`config.mk`:
```
export PLATFORM = sky130hd
export DESIGN_NAME = doorbell_scheduler_flat
export DESIGN_NICKNAME = d
export VERILOG_FILES = /design/src/rtl/doorbell_scheduler_if.sv /design/src/rtl/doorbell_scheduler.sv /design/src/flat_wrapper.sv
export SDC_FILE = /design/constraint.sdc
export NUM_CORES = 1
export LEC_CHECK = 0
export BUFFER_PORTS_ARGS = -buffer_cell sky130_fd_sc_hd__buf_2
export CORE_MARGIN = 5
export CORE_UTILIZATION = 50
export CTS_BUF_LIST = sky130_fd_sc_hd__clkbuf_16
export DETAILED_ROUTE_END_ITERATION = 16
export PLACE_DENSITY = 0.78
export SLEW_MARGIN = 25
export SYNTH_ARGS = -nofsm -noshare
export SYNTH_HDL_FRONTEND = slang
export SYNTH_HIERARCHICAL = 1
export SYNTH_SLANG_ARGS = --single-unit
```
`constraint.sdc`:
```
create_clock -name user_clk -period 4.4 [get_ports user_clk]
set_clock_uncertainty 0.15 [all_clocks]
set_input_delay 0.66 -clock user_clk [delete_from_list [all_inputs] [get_ports user_clk]]
set_output_delay 0.66 -clock user_clk [all_outputs]
set_load 0.005 [all_outputs]
```
`src/rtl/doorbell_scheduler_if.sv`:
```
// Doorbell engine handshake: doorbell request/value/queue out, completion pulses back.
interface doorbell_scheduler_if;
  logic        write_sqtdbl;
  logic [63:0] sqt_addr;
  logic        write_cqhdbl;
  logic [63:0] cqh_addr;
  logic [2:0]  db_qid;
  logic        write_sqtdbl_done;
  logic        write_cqhdbl_done;

  modport master (
    output write_sqtdbl, sqt_addr, write_cqhdbl, cqh_addr, db_qid,
    input  write_sqtdbl_done, write_cqhdbl_done
  );

  modport slave (
    input  write_sqtdbl, sqt_addr, write_cqhdbl, cqh_addr, db_qid,
    output write_sqtdbl_done, write_cqhdbl_done
  );
endinterface

```
`src/rtl/doorbell_scheduler.sv`:
```
// Coalesces per-queue SQ tail / CQ head updates into pending slots and issues
// one doorbell at a time to the doorbell engine, round robin across slots.
module db_slot #(
  parameter int W = 16
) (
  input  logic         clk,
  input  logic         rst,
  input  logic         upd,
  input  logic [W-1:0] upd_val,
  input  logic         clr,
  output logic         pending,
  output logic [W-1:0] val
);
  // A strobe in the grant cycle beats the clear: the slot stays pending with the new value.
  always_ff @(posedge clk) begin
    if (rst) begin
      pending <= 1'b0;
      val     <= '0;
    end else if (upd) begin
      pending <= 1'b1;
      val     <= upd_val;
    end else if (clr) begin
      pending <= 1'b0;
    end
  end
endmodule

module doorbell_scheduler #(
  parameter int NUM_Q       = 4,
  parameter int IDX_WIDTH   = 16,
  parameter int TIMEOUT_CYC = 4096
) (
  input  logic                       user_clk,
  input  logic                       user_reset,
  input  logic                       user_lnk_up,
  input  logic [NUM_Q-1:0]           sq_tail_upd,
  input  logic [NUM_Q*IDX_WIDTH-1:0] sq_tail_val,
  input  logic [NUM_Q-1:0]           cq_head_upd,
  input  logic [NUM_Q*IDX_WIDTH-1:0] cq_head_val,
  input  logic [3:0]                 s_axis_rq_tready,
  doorbell_scheduler_if.master       db,
  output logic [2*NUM_Q-1:0]         db_pending,
  output logic                       db_busy,
  output logic                       db_timeout,
  output logic [1:0]                 sched_state
);
  localparam int NSLOT  = 2 * NUM_Q;
  localparam int SLOT_W = (NSLOT > 1) ? $clog2(NSLOT) : 1;
  localparam int CNT_W  = $clog2(TIMEOUT_CYC + 1);

  typedef enum logic [1:0] {
    ST_IDLE  = 2'd0,
    ST_ISSUE = 2'd1,
    ST_WAIT  = 2'd2,
    ST_GAP   = 2'd3
  } state_t;

  typedef struct packed {
    logic                 is_sq;
    logic [2:0]           qid;
    logic [IDX_WIDTH-1:0] val;
  } grant_t;

  logic rst, ready;
  assign rst   = user_reset | ~user_lnk_up;
  assign ready = |s_axis_rq_tready;

  // Slot k < NUM_Q is CQ k, slot NUM_Q+q is SQ q.
  logic [NSLOT-1:0]                upd_all, pending, clr;
  logic [NSLOT-1:0][IDX_WIDTH-1:0] upd_val, slot_val;
  assign upd_all = {sq_tail_upd, cq_head_upd};
  assign upd_val = {sq_tail_val, cq_head_val};

  for (genvar k = 0; k < NSLOT; k++) begin : g_slot
    db_slot #(.W(IDX_WIDTH)) u_slot (
      .clk     (user_clk),
      .rst     (rst),
      .upd     (upd_all[k]),
      .upd_val (upd_val[k]),
      .clr     (clr[k]),
      .pending (pending[k]),
      .val     (slot_val[k])
    );
  end

  state_t            state, state_nxt;
  grant_t            cur;
  logic [SLOT_W-1:0] rr_ptr, gnt_idx, idx;
  logic              gnt_vld, gnt_take, to_hit, to_q, done_match;
  logic [CNT_W-1:0]  wait_cnt;
  logic [2:0]        gnt_qid;

  // Walk downward so the smallest offset from rr_ptr is the one left standing.
  always_comb begin
    gnt_vld = 1'b0;
    gnt_idx = '0;
    idx     = '0;
    for (int i = NSLOT - 1; i >= 0; i--) begin
      idx = SLOT_W'((int'(rr_ptr) + i) % NSLOT);
      if (pending[idx]) begin
        gnt_vld = 1'b1;
        gnt_idx = idx;
      end
    end
  end

  assign gnt_qid = (gnt_idx >= SLOT_W'(NUM_Q)) ? 3'(gnt_idx - SLOT_W'(NUM_Q)) : 3'(gnt_idx);
  assign clr     = gnt_take ? (NSLOT'(1) << gnt_idx) : '0;

  assign done_match = cur.is_sq ? db.write_sqtdbl_done : db.write_cqhdbl_done;

  always_comb begin
    state_nxt = state;
    gnt_take  = 1'b0;
    to_hit    = 1'b0;
    case (state)
      ST_IDLE: begin
        if (gnt_vld) begin
          gnt_take  = 1'b1;
          state_nxt = ST_ISSUE;
        end
      end
      ST_ISSUE: if (ready) state_nxt = ST_WAIT;
      ST_WAIT: begin
        if (done_match) begin
          state_nxt = ST_GAP;
        end else if (wait_cnt == CNT_W'(TIMEOUT_CYC - 1)) begin
          to_hit    = 1'b1;
          state_nxt = ST_IDLE;
        end
      end
      default: state_nxt = ST_IDLE;
    endcase
  end

  always_ff @(posedge user_clk) begin
    if (rst) begin
      state    <= ST_IDLE;
      rr_ptr   <= '0;
      cur      <= '0;
      wait_cnt <= '0;
      to_q     <= 1'b0;
    end else begin
      state <= state_nxt;
      if (gnt_take) begin
        cur    <= '{is_sq: (gnt_idx >= SLOT_W'(NUM_Q)), qid: gnt_qid, val: slot_val[gnt_idx]};
        rr_ptr <= (gnt_idx == SLOT_W'(NSLOT - 1)) ? '0 : gnt_idx + SLOT_W'(1);
      end
      wait_cnt <= (state == ST_WAIT) ? wait_cnt + CNT_W'(1) : '0;
      if (to_hit) to_q <= 1'b1;
    end
  end

  // Every output is forced low while reset or link-down is asserted.
  logic live, hold;
  assign live = ~rst;
  assign hold = live & ((state == ST_ISSUE) | (state == ST_WAIT));

  assign db.write_sqtdbl = live & (state == ST_ISSUE) & ready & cur.is_sq;
  assign db.write_cqhdbl = live & (state == ST_ISSUE) & ready & ~cur.is_sq;
  assign db.sqt_addr     = (hold & cur.is_sq)  ? 64'(cur.val) : '0;
  assign db.cqh_addr     = (hold & ~cur.is_sq) ? 64'(cur.val) : '0;
  assign db.db_qid       = hold ? cur.qid : 3'd0;

  assign db_pending  = live ? pending : '0;
  assign db_busy     = live & (state != ST_IDLE);
  assign db_timeout  = live & to_q;
  assign sched_state = live ? state : 2'd0;
endmodule

```
`src/flat_wrapper.sv`:
```
// flat-port wrapper written by rule: the top's interface ports become plain ports
module doorbell_scheduler_flat 
#(
  parameter int NUM_Q       = 4,
  parameter int IDX_WIDTH   = 16,
  parameter int TIMEOUT_CYC = 4096
)
  (user_clk, user_reset, user_lnk_up, sq_tail_upd, sq_tail_val, cq_head_upd, cq_head_val, s_axis_rq_tready, db_pending, db_busy, db_timeout, sched_state, db_write_sqtdbl, db_sqt_addr, db_write_cqhdbl, db_cqh_addr, db_db_qid, db_write_sqtdbl_done, db_write_cqhdbl_done);
  doorbell_scheduler_if db_i ();
  input  logic user_clk;
  input  logic user_reset;
  input  logic user_lnk_up;
  input  logic [NUM_Q-1:0] sq_tail_upd;
  input  logic [NUM_Q*IDX_WIDTH-1:0] sq_tail_val;
  input  logic [NUM_Q-1:0] cq_head_upd;
  input  logic [NUM_Q*IDX_WIDTH-1:0] cq_head_val;
  input  logic [3:0] s_axis_rq_tready;
  output logic [2*NUM_Q-1:0] db_pending;
  output logic db_busy;
  output logic db_timeout;
  output logic [1:0] sched_state;
  output wire logic [$bits(db_i.write_sqtdbl)-1:0] db_write_sqtdbl;
  output wire logic [$bits(db_i.sqt_addr)-1:0] db_sqt_addr;
  output wire logic [$bits(db_i.write_cqhdbl)-1:0] db_write_cqhdbl;
  output wire logic [$bits(db_i.cqh_addr)-1:0] db_cqh_addr;
  output wire logic [$bits(db_i.db_qid)-1:0] db_db_qid;
  input wire logic [$bits(db_i.write_sqtdbl_done)-1:0] db_write_sqtdbl_done;
  input wire logic [$bits(db_i.write_cqhdbl_done)-1:0] db_write_cqhdbl_done;
  assign db_write_sqtdbl = db_i.write_sqtdbl;
  assign db_sqt_addr = db_i.sqt_addr;
  assign db_write_cqhdbl = db_i.write_cqhdbl;
  assign db_cqh_addr = db_i.cqh_addr;
  assign db_db_qid = db_i.db_qid;
  assign db_i.write_sqtdbl_done = db_write_sqtdbl_done;
  assign db_i.write_cqhdbl_done = db_write_cqhdbl_done;
  doorbell_scheduler #(.NUM_Q(NUM_Q), .IDX_WIDTH(IDX_WIDTH), .TIMEOUT_CYC(TIMEOUT_CYC)) u_core (.user_clk(user_clk), .user_reset(user_reset), .user_lnk_up(user_lnk_up), .sq_tail_upd(sq_tail_upd), .sq_tail_val(sq_tail_val), .cq_head_upd(cq_head_upd), .cq_head_val(cq_head_val), .s_axis_rq_tready(s_axis_rq_tready), .db(db_i), .db_pending(db_pending), .db_busy(db_busy), .db_timeout(db_timeout), .sched_state(sched_state));
endmodule
```
==> key figures, run 1 <==
Cells and area
  • Fillers: around 1700
  • Nets: between 1000 and 1500
  • Reg area: 3500 µm²
  • Multi-input gate area: a little over 5000 µm²
  • Layout cells sized above 1: 0.220
  • Area delta synth->final: 10.7%
  • # diodes: 0

GRT
  • Initial antenna violation count: 0
  • Global-route wire length before repair: ~38000 µm
  • Largest net degree at the start of global routing: 85
  • Gr usage total: 0.214
  • Via count of the first global-routing pass: just over 7000
  • Total global routing overflow: 0

Route
  • WL met1: 10200 µm
  • Via Count: around 7500
  • Met3 WL: ~1600 µm
  • Met2 wire length: 12000 µm
  • Total iterations of the first detailed-routing run: 5
  • WL per Instance: between 15 and 20 µm
  • Antenna Violating Nets Remaining: 0
  • DRC: 0
  • WL final: about 25000 µm
  • 1st-iter DRT viols: 640
  • Top layer in use: met4
  • DR vias/cell: ~5.3

Setup path
  • Critical path required time: between 4000 and 5000 ps
  • Worst reg2reg setup slack: roughly 380 ps
  • Worst-path fanout max: 38
  • Worst EP arrival: between 4000 and 5000 ps
  • CP Class: reg2reg
  • CP Capture Type: flop
  • Worst setup SP type: flop

Floorplan
  • Die area: between 20000 and 25000 µm²
  • Horiz. Die Dim: between 100 and 150 µm
  • IO Pins: 290
  • Core area: between 15000 and 20000 µm²
  • Starting Density: 0.509
  • Die Height: 148 µm
  • Rows: 50

Synthesis
  • EDFF count, synth: 0
  • FF+latch count, synth: roughly 180
  • Top-area cell type share of the netlist area: 0.368
  • Post-synthesis mux area share: 0.260
  • Avg Inst Size Synth: roughly 9.4 µm²
  • Seq/Total Area, Yosys: 0.368
  • Ranking of synthesized cells by area: dfxtp_1 37%, mux2i_1 21%, buf_4 7.9%
  • Top cells by count, synth: 204 x mux2i_1, 175 x dfxtp_1, 161 x nor2_1, 100 x buf_4, 51 x nand2_1
  • Synth warn: 6
  • Adder-Cell Fraction of Synth Area: 0.0105
  • Largest family of logic cells by synthesized area: multiplexers
  • Netlist cell types: 56
  • Simple-gate share of the synthesized area: 0.146
  • Top-count cell post-synth: mux2i_1
  • Mapped Cells: about 1000
  • Compound-cell area share of the yosys netlist: 0.0644
  • Mapped Area: roughly 9500 µm²
  • Leading area contributor after synthesis: dfxtp_1
  • XOR/XNOR Fraction of Synth Area: 0.0101
  • Primary FF master, synth: dfxtp_1
  • Synth async-reset ratio: 0

Timing
  • # setup viols final: 0
  • Crit share post-route: 0.914
  • Setup ws final: between 300 and 400 ps
  • RSZ-0062 raised after global routing: no
  • Worst-margin pin slew: 889 ps
  • Fin. max-slew vios: 0
  • Fin crit period: ~4000 ps
  • Final hold vios: 0
  • Fin Setup TNS: 0 ps
  • Max_slew headroom: 0.407
  • F_max: 249 MHz

Power
  • Int Pwr: approximately 3800 µW
  • Sw frac: 0.410
  • Lkg Pwr: a little over 0.005 µW
  • Clk pwr share: 0.228
  • Peak supply drop: roughly 530 µV
  • Psw: between 2000 and 3000 µW
  • Cell Pwr Density: 610 nW/µm²
  • Seq pwr share: 0.287
  • Combinational power share: 0.485

CTS
  • CTS sink count: 175
  • Clk_lat worst skew: approximately 420 ps
  • CTS clk-pin slew, worst paths: about 70 ps
  • Setup Buffers After CTS: 0
  • Root buffer cell: clkbuf_16
  • Clock buffer depth: 2
  • H-Tree Level Count: 4
  • Resized Gates After CTS: 0
  • Cts hold-fix bufs: 0
  • Num CTS Buffers: 17
  • CTS tree: built

Status
  • Outcome: complete, no violations

Placement
  • Pre-CTS setup slack: 480 ps
  • Post-DP HPWL: approximately 18000 µm
  • Port buffer count: about 190
  • Final GP Congestion: 0.927

Flow run
  • Total of max-cap violations: 0

Worst hold path
  • Hold Path Class: reg2reg
==> flip-flops by register name, summed over array words and instances (netlist names) <==
register	cells
u_core/g_slot.u_slot/val	128
u_core/cur	20
u_core/wait_cnt	13
u_core/g_slot.u_slot/pending	8
u_core/rr_ptr	3
u_core/state	2
u_core/to_q	1
==> per-layer routing <==
layer / vias up / GRT usage
met1: 3534 / 0.273
met5: - / 0
met4: 0 / 0.0864
li1: 3561 / -
met2: 311 / 0.358
met3: 47 / 0.0389
==> final cells by class <==
type                    instances  area share
multi-input cells             747       0.478
inverters                      21     0.00772
repair buffers                203       0.100
well taps                     234      0.0278
flip-flops and latches        175       0.332
clock inverters                14      0.0135
clock buffers                  17      0.0404
==> power groups by stage <==
stage               sequential [µW]  clock, µW  combinational (µW)
floorplan                      1810          0                2730
global placement               1880          0                3040
detailed placement             1880          0                3070
CTS                            1840       1470                3090
global route                   1860       1540                3330
finish                         1850       1460                3110
==> kinds of logic (layout without fill, tap and decap cells) <==
family          after synthesis  after routing
mux                         234            234
xor+xnor                     11             11
fa+ha+maj                     8              8
other cells                   1             96
compound gates               90             90
simple gates                308            308
flops                       175            175
buf+inv                     182            255
==> critical path: stages (launching register included) <==
cell and delay (ps):
dfxtp_1 330, inv_1 80, ha_1 580, mux4_2 440, mux2i_2 310, o21ai_1 130
a211oi_1 300, a211o_4 570, buf_12 310, mux2i_1 350, a31oi_1 140, o221ai_1 110
nand2_1 70
==> cells in the final DEF (no fill, tap or decap), types with 8 or more instances in the layout <==
cell       synthesis  layout
mux2i_1          204     204
buf_2             26     193
dfxtp_1          175     175
nor2_1           161     161
conb_1             1      96
nand2_1           51      51
and2_1            44      44
inv_1             21      20
a21oi_1           20      20
a31oi_1           18      18
clkbuf_16          0      17
o221ai_1          17      17
mux2_1            12      12
o21ai_0           10      10
nand2b_1          10      10
mux2_2             9       9
buf_4            100       9
mux4_2             8       8
ha_1               8       8
==> metrics by stage <==
| stage | hold slack (ps) | util | cells | total power, µW | cell area (µm²) |
|---|---|---|---|---|---|
| after global placement | 278 | 0.533 | 1380 | 4920 | 9970 |
| after global routing | 322 | 0.563 | 1411 | 6730 | 10500 |
| after floorplan | 268 | - | 1104 | 4540 | 9880 |
| after detailed placement | 304 | 0.533 | 1380 | 4950 | 9970 |
| after CTS | 310 | 0.563 | 1411 | 6410 | 10500 |
| final | 314 | 0.563 | 1411 | 6430 | 10500 |
==> final timing paths <==
check                                         from                 end  cells after the start
worst min-delay path            u_core/wait_cnt[0]  u_core/wait_cnt[0]                      1
worst min register to register  u_core/wait_cnt[0]  u_core/wait_cnt[0]                      1
worst max-delay path              u_core/rr_ptr[0]       u_core/cur[0]                     12
worst max register to register    u_core/rr_ptr[0]       u_core/cur[0]                     12
No activity file was read; power rests on OpenSTA's default activity.
==> run 2: changes to the inputs <==
--- a/config.mk
+++ b/config.mk
@@ -5,6 +5,7 @@
 export SDC_FILE = /design/constraint.sdc
 export NUM_CORES = 1
 export LEC_CHECK = 0
+export ABC_AREA = 1
 export BUFFER_PORTS_ARGS = -buffer_cell sky130_fd_sc_hd__buf_2
 export CORE_MARGIN = 5
 export CORE_UTILIZATION = 50
@@ -14,5 +15,4 @@
 export SLEW_MARGIN = 25
 export SYNTH_ARGS = -nofsm -noshare
 export SYNTH_HDL_FRONTEND = slang
-export SYNTH_HIERARCHICAL = 1
 export SYNTH_SLANG_ARGS = --single-unit
==> run 2 against run 1 <==
Compared with the run above:
- sequential cell count unchanged
- register-to-register slack better by 290 ps
- cell area about the same
- final cell count up 31%
- global-route usage up 2.9 points
- area after synthesis down 1.4%
- critical endpoint is now u_core.cur[9]
- largest power group unchanged
- sequential power down 4%
- wire length up 11%
==> key figures, run 2 <==
CTS
  • Clock buffer depth: 2 (unchanged)
  • Cts hold-fix bufs: 0 (unchanged)
  • Resized Gates After CTS: 0 (unchanged)
  • Num CTS Buffers: 17 (unchanged)
  • Setup Buffers After CTS: 0 (unchanged)
  • CTS tree: built (unchanged)
  • CTS sink count: 175 (unchanged)
  • Clk_lat worst skew: 430 ps (was 420 ps)
  • Root buffer cell: clkbuf_16 (unchanged)
  • CTS clk-pin slew, worst paths: 70 ps (about the same)
  • H-Tree Level Count: 4 (unchanged)

Power
  • Lkg Pwr: 0.00510 µW (about the same)
  • Psw: 3180 µW (was 2640 µW)
  • Peak supply drop: 604 µV (was 529 µV)
  • Int Pwr: 3220 µW (was 3790 µW)
  • Seq pwr share: 0.277 (was 0.287)
  • Clk pwr share: 0.231 (was 0.228)
  • Sw frac: 0.497 (was 0.410)
  • Cell Pwr Density: 607 nW/µm² (was 610 nW/µm²)
  • Combinational power share: 0.492 (was 0.485)

Timing
  • # setup viols final: 0 (unchanged)
  • Fin. max-slew vios: 0 (unchanged)
  • Crit share post-route: 0.847 (was 0.914)
  • RSZ-0062 raised after global routing: no (unchanged)
  • F_max: 268 MHz (was 249 MHz)
  • Fin Setup TNS: 0 ps (unchanged)
  • Max_slew headroom: 0.315 (was 0.407)
  • Setup ws final: 673 ps (was 379 ps)
  • Fin crit period: 3730 ps (was 4020 ps)
  • Worst-margin pin slew: 1030 ps (was 889 ps)
  • Final hold vios: 0 (unchanged)
  • Hold_ws: 302 ps (was 314 ps)

Floorplan
  • Rows: 50 (unchanged)
  • Starting Density: 0.505 (was 0.509)
  • Horiz. Die Dim: 147 µm (was 148 µm)
  • Die area: 21600 µm² (was 21900 µm²)
  • Core area: 18600 µm² (was 18700 µm²)
  • Die Height: 147 µm (was 148 µm)
  • IO Pins: 290 (unchanged)

Synthesis
  • EDFF count, synth: 0 (unchanged)
  • Mapped Area: 9390 µm² (was 9520 µm²)
  • Mapped Cells: 1466 (was 1009)
  • Top-area cell type share of the netlist area: 0.373 (was 0.368)
  • FF+latch count, synth: 175 (unchanged)
  • Avg Inst Size Synth: 6.40 µm² (was 9.43 µm²)
  • Primary FF master, synth: dfxtp_1 (unchanged)
  • Ranking of synthesized cells by area: dfxtp_1 37%, nand2_1 25%, buf_4 8.8% (was dfxtp_1 37%, mux2i_1 21%, buf_4 7.9%)
  • Top-count cell post-synth: nand2_1 (was mux2i_1)
  • Seq/Total Area, Yosys: 0.373 (was 0.368)
  • Top cells by count, synth: 623 x nand2_1, 175 x dfxtp_1, 147 x a21oi_1, 120 x nand3_1, 110 x buf_4 (was 204 x mux2i_1, 175 x dfxtp_1, 161 x nor2_1, 100 x buf_4, 51 x nand2_1)
  • Leading area contributor after synthesis: dfxtp_1 (unchanged)
  • Synth warn: 0 (was 6)
  • Synth async-reset ratio: 0 (unchanged)
  • Netlist cell types: 34 (was 56)

Cells and area
  • # diodes: 0 (unchanged)
  • Max reg flops: 128 (unchanged)
  • Layout cells sized above 1: 0.158 (was 0.220)
  • Most common cell after layout, fill and taps aside: nand2_1 (was mux2i_1)
  • Most frequent cells in the layout: 623 x nand2_1, 193 x buf_2, 175 x dfxtp_1 (was 204 x mux2i_1, 193 x buf_2, 175 x dfxtp_1)
  • Top reg by flops: u_core.g_slot.u_slot.val (was u_core/g_slot.u_slot/val)
  • Non-Filler Instances: 1853 (was 1411)
  • Nets: 1760 (was 1318)
  • Fillers: 1838 (was 1664)
  • Biggest regs: u_core.g_slot.u_slot.val: 128 flops, u_core.cur: 20 flops, u_core.wait_cnt: 13 flops (was u_core/g_slot.u_slot/val: 128 flops, u_core/cur: 20 flops, u_core/wait_cnt: 13 flops)
  • Area delta synth->final: 12.3% (was 10.7%)
  • Finished Cell Area: 10500 µm² (about the same)

Setup path
  • CP Capture Type: flop (unchanged)
  • CP Class: reg2reg (unchanged)
  • Critical path required time: 4630 ps (was 4560 ps)
  • Worst-path fanout max: 65 (was 38)
  • Worst EP arrival: 3950 ps (was 4180 ps)
  • Worst setup SP type: flop (unchanged)

Route
  • DR vias/cell: 5.06 (was 5.28)
  • Via Count: 9367 (was 7453)
  • WL final: 27200 µm (was 24600 µm)
  • WL per Instance: 14.7 µm (was 17.5 µm)
  • DRC: 0 (unchanged)
  • Antenna Violating Nets Remaining: 0 (unchanged)
  • Total iterations of the first detailed-routing run: 5 (unchanged)
  • 1st-iter DRT viols: 766 (was 640)

Placement
  • Placed Area: 9960 µm² (was 9970 µm²)
  • Placed insts: 1821 (was 1380)
  • Port buffer count: 193 (unchanged)
  • Post-DP HPWL: 20500 µm (was 18400 µm)
  • Final GP Congestion: 0.969 (was 0.927)
  • Pre-CTS setup slack: 763 ps (was 480 ps)

Flow run
  • Total of max-cap violations: 0 (unchanged)

GRT
  • Largest net degree at the start of global routing: 104 (was 85)
  • Total global routing overflow: 0 (unchanged)
  • Global-route wire length before repair: 42800 µm (was 37600 µm)
  • Via count of the first global-routing pass: 8641 (was 7110)
  • Initial antenna violation count: 0 (unchanged)
  • Gr usage total: 0.243 (was 0.214)

Worst hold path
  • Hold Path Class: reg2reg (unchanged)

Status
  • Outcome: complete, no violations (unchanged)
## run 2: kinds of logic (layout without fill, tap and decap cells)
| logic type | Yosys count | after routing | synth area share |
|---|---|---|---|
| compound gates | 172 | 172 | 0.0944 |
| buf+inv | 268 | 326 | 0.155 |
| flops | 175 | 175 | 0.373 |
| other cells | 1 | 96 | 0.000399 |
| fa+ha+maj | 9 | 9 | 0.0120 |
| simple gates | 837 | 837 | 0.361 |
| xor+xnor | 4 | 4 | 0.00373 |
## run 2: worst paths after layout
path / startpoint / endpoint / slack [ps] / cells after the start
max: u_core.rr_ptr[0] / u_core.cur[9] / 670 / 23
min: u_core.cur[18] / u_core.cur[18] / 300 / 2
max reg2reg: u_core.rr_ptr[0] / u_core.cur[9] / 670 / 23
min reg2reg: u_core.cur[18] / u_core.cur[18] / 300 / 2
## run 2: power groups by stage
stage	combinational (µW)	clock [µW]	sequential, µW
6_report	3150	1480	1770
5_1_grt	3470	1560	1780
4_1_cts	3100	1490	1770
2_1_floorplan	2640	0	1750
3_5_place_dp	3090	0	1800
3_3_place_gp	3090	0	1800
## run 2: cell type report
| type | instances | area (µm²) | share of cell area |
|---|---|---|---|
| sequential | 175 | 3500 | 0.332 |
| clock buffer | 17 | 425 | 0.0404 |
| clock inverter | 15 | 156 | 0.0148 |
| multi-input combinational | 1118 | 4790 | 0.454 |
| inverter | 93 | 352 | 0.0333 |
| timing repair buffer | 201 | 1030 | 0.0973 |
| tap | 234 | 293 | 0.0278 |
## run 2: layer usage
layer / GRT usage / wire [µm]
met1: 0.312 / 11400
met2: 0.413 / 13000
met3: 0.0435 / 2070
met4: 0.0834 / 779
met5: 0 / 0
## run 2: critical path: stages (launching register included)
cell and delay, ps:
dfxtp_1 600, inv_2 170, ha_1 450, inv_1 160, nand3_2 120, nand3_2 80, nand2_2 130, inv_2 40
nand2_1 70, nand2_1 50, nand2_1 50, nand2_1 60, nand2_2 70, nand2_1 60, nand2_2 70, buf_4 530
nand3_1 150, nand2_1 150, nand2_1 100, nand2_1 110, nand2_1 50, nand3_1 100, nand2_1 50, inv_1 60
## run 2: through the flow
step | total power [µW] | utilization
after CTS | 6360 | 0.567
after global placement | 4890 | 0.536
after global routing | 6800 | 0.567
final | 6400 | 0.567
after detailed placement | 4890 | 0.536
after floorplan | 4390 | -
==> run 3: changes to the inputs <==
==> constraint.sdc (replaced) <==
create_clock -name user_clk -period 3.8 [get_ports user_clk]
set_clock_uncertainty 0.15 [all_clocks]
set_input_delay 0.57 -clock user_clk [delete_from_list [all_inputs] [get_ports user_clk]]
set_output_delay 0.57 -clock user_clk [all_outputs]
set_load 0.005 [all_outputs]
==> run 3 against run 2 <==
Compared with the run above:
- non-clock buffer count increased by 8
- global-route usage increased by 0.22 points
- total power increased by 22%
- utilization increased by 0.55 points
- highest routed layer unchanged
- wire length increased by 1.7%
- final cell count increased by 0.43%
- via count increased by 0.70%
- sequential cell count unchanged
- count of clock-buffer cells in the layout unchanged
- fmax increased by 20%
- critical path depth decreased by 4
- first-iteration DRC count decreased by 3.5%
==> key figures, run 3 (synthesis results as in run 2) <==
Status
  • Outcome: complete, no violations (unchanged)

GRT
  • Largest net degree at the start of global routing: 85 (was 104)
  • Gr usage total: 0.245 (was 0.243)
  • Via count of the first global-routing pass: 8514 (was 8641)
  • Initial antenna violation count: 0 (unchanged)
  • Total global routing overflow: 0 (unchanged)
  • Global-route wire length before repair: 43000 µm (was 42800 µm)

Placement
  • Placed Area: 10100 µm² (was 9960 µm²)
  • Final GP Congestion: 0.919 (was 0.969)
  • Port buffer count: 193 (unchanged)
  • Post-DP HPWL: 20600 µm (was 20500 µm)
  • Pre-CTS setup slack: 781 ps (was 763 ps)

Power
  • Psw: 3780 µW (was 3180 µW)
  • Peak supply drop: 653 µV (was 604 µV)
  • Cell Pwr Density: 732 nW/µm² (was 607 nW/µm²)
  • Sw frac: 0.485 (was 0.497)
  • Final Power: 7800 µW (was 6400 µW)
  • Clk pwr share: 0.215 (was 0.231)
  • Lkg Pwr: 0.00517 µW (was 0.00510 µW)
  • Combinational power share: 0.525 (was 0.492)
  • Seq pwr share: 0.260 (was 0.277)
  • Int Pwr: 4020 µW (was 3220 µW)

Timing
  • Crit share post-route: 0.820 (was 0.847)
  • Fin Setup TNS: 0 ps (unchanged)
  • F_max: 321 MHz (was 268 MHz)
  • Fin. max-slew vios: 0 (unchanged)
  • Worst-margin pin slew: 853 ps (was 1030 ps)
  • # setup viols final: 0 (unchanged)
  • Fin crit period: 3120 ps (was 3730 ps)
  • Final hold vios: 0 (unchanged)
  • Max_slew headroom: 0.431 (was 0.315)
  • RSZ-0062 raised after global routing: no (unchanged)
  • Setup ws final: 684 ps (was 673 ps)

Route
  • Via Count: 9433 (was 9367)
  • WL final: 27700 µm (was 27200 µm)
  • 1st-iter DRT viols: 739 (was 766)
  • DR vias/cell: 5.07 (was 5.06)
  • Antenna Violating Nets Remaining: 0 (unchanged)
  • DRC: 0 (unchanged)
  • Total iterations of the first detailed-routing run: 6 (was 5)
  • WL per Instance: 14.9 µm (was 14.7 µm)

Setup path
  • Critical path required time: 4030 ps (was 4630 ps)
  • Worst setup SP type: flop (unchanged)
  • CP Capture Type: flop (unchanged)
  • Crit-path cells: inv_2 -> ha_1 -> inv_1 -> nand3_2 -> nand3_1 -> nand2_1 -> inv_1 -> a31oi_1 -> nand3_2 -> nand2_2 -> buf_4 -> nand2_1 -> nand2_1 -> nand2_1 -> nand2_1 -> nand2_1 -> nand3_1 -> nand2_1 -> inv_1 (was inv_2 -> ha_1 -> inv_1 -> nand3_2 -> nand3_2 -> nand2_2 -> inv_2 -> nand2_1 -> nand2_1 -> nand2_1 -> nand2_1 -> nand2_2 -> nand2_1 -> nand2_2 -> buf_4 -> nand3_1 -> nand2_1 -> nand2_1 -> nand2_1 -> nand2_1 -> nand3_1 -> nand2_1 -> inv_1)
  • Critical path's most frequent cell: nand2_1 (unchanged)
  • Worst-path fanout max: 17 (was 65)
  • Worst EP arrival: 3340 ps (was 3950 ps)
  • Critical path's top delay family: simple AND/OR/NAND/NOR gates (unchanged)
  • Slowest stage delay, CP: 430 ps (was 600 ps)
  • CP max-delay cell: ha_1 (was dfxtp_1)
  • CP bufs+invs: 5 (unchanged)
  • CP Class: reg2reg (unchanged)

Cells and area
  • Max reg flops: 128 (unchanged)
  • Finished Cell Area: 10600 µm² (was 10500 µm²)
  • Top reg by flops: u_core.g_slot.u_slot.val (unchanged)
  • Biggest regs: u_core.g_slot.u_slot.val: 128 flops, u_core.cur: 20 flops, u_core.wait_cnt: 13 flops (unchanged)
  • Layout cells sized above 1: 0.162 (was 0.158)
  • Most common cell after layout, fill and taps aside: nand2_1 (unchanged)
  • Most frequent cells in the layout: 623 x nand2_1, 193 x buf_2, 175 x dfxtp_1 (unchanged)
  • Area delta synth->final: 13.4% (was 12.3%)
  • Nets: 1768 (was 1760)
  • Fillers: 1827 (was 1838)
  • # diodes: 0 (unchanged)

Floorplan
  • Die area: 21600 µm² (unchanged)
  • IO Pins: 290 (unchanged)
  • Die Height: 147 µm (unchanged)
  • Starting Density: 0.505 (unchanged)
  • Rows: 50 (unchanged)
  • Horiz. Die Dim: 147 µm (unchanged)
  • Core area: 18600 µm² (unchanged)

CTS
  • CTS sink count: 175 (unchanged)
  • H-Tree Level Count: 4 (unchanged)
  • CTS tree: built (unchanged)
  • Clock buffer depth: 2 (unchanged)
  • Cts hold-fix bufs: 0 (unchanged)
  • Setup Buffers After CTS: 0 (unchanged)
  • Num CTS Buffers: 17 (unchanged)
  • Clk_lat worst skew: 430 ps (about the same)
  • CTS clk-pin slew, worst paths: 70 ps (about the same)
  • Resized Gates After CTS: 0 (unchanged)
  • Root buffer cell: clkbuf_16 (unchanged)

Flow run
  • Total of max-cap violations: 0 (unchanged)

Worst hold path
  • Hold Path Class: in2reg (was reg2reg)
==> run 3: changes by cell type in the layout (fill, tap and decap cells not counted), sizes merged <==
cell      before  now
buf          201  209
clkinvlp       6    2
clkinv        11   14
inv           90   91
==> run 3: final cells by class <==
type	count	area, µm²	area share
clock buffer	17	425	0.0400
inverter	93	352	0.0330
multi-input combinational	1118	4790	0.450
tap	234	293	0.0275
clock inverter	15	135	0.0127
sequential	175	3500	0.329
timing repair buffer	209	1150	0.108
==> run 3: power groups by stage <==
stage,combinational (µW),sequential (µW),clock (µW)
after global routing,4480,2040,1770
after global placement,4020,2060,0
after floorplan,3050,2030,0
final,4090,2030,1670
after detailed placement,4020,2060,0
after CTS,4050,2020,1680
==> run 3: path summary, 6_finish.rpt <==
path | cells past startpoint | slack [ps] | end | startpoint
setup / recovery | 19 | 680 | u_core.cur[11] | u_core.rr_ptr[0]
hold / removal | 3 | 230 | u_core.g_slot[3].u_slot.val[4] | cq_head_val[52]
setup reg to reg | 19 | 680 | u_core.cur[11] | u_core.rr_ptr[0]
hold reg to reg | 2 | 300 | u_core.cur[18] | u_core.cur[18]
==> run 3: tightest hold or removal path: stages <==
cell and delay, ps:
buf_2 90, nand2_1 50, a21oi_1 50
==> run 3: metal layers <==
| layer | vias to the layer above | track usage | wire (µm) |
|---|---|---|---|
| met4 | 0 | 0.0909 | 777 |
| met1 | 4246 | 0.323 | 11700 |
| met3 | 48 | 0.0460 | 2230 |
| met5 | - | 0 | 0 |
| met2 | 438 | 0.402 | 13000 |
| li1 | 4701 | - | - |
==> run 3: metrics by stage <==
step                utilization  hold WS [ps]  cells
floorplan                     -           268   1561
global placement          0.543           281   1829
detailed placement        0.543           293   1829
CTS                       0.573           221   1861
global route              0.573           229   1861
finish                    0.573           231   1861
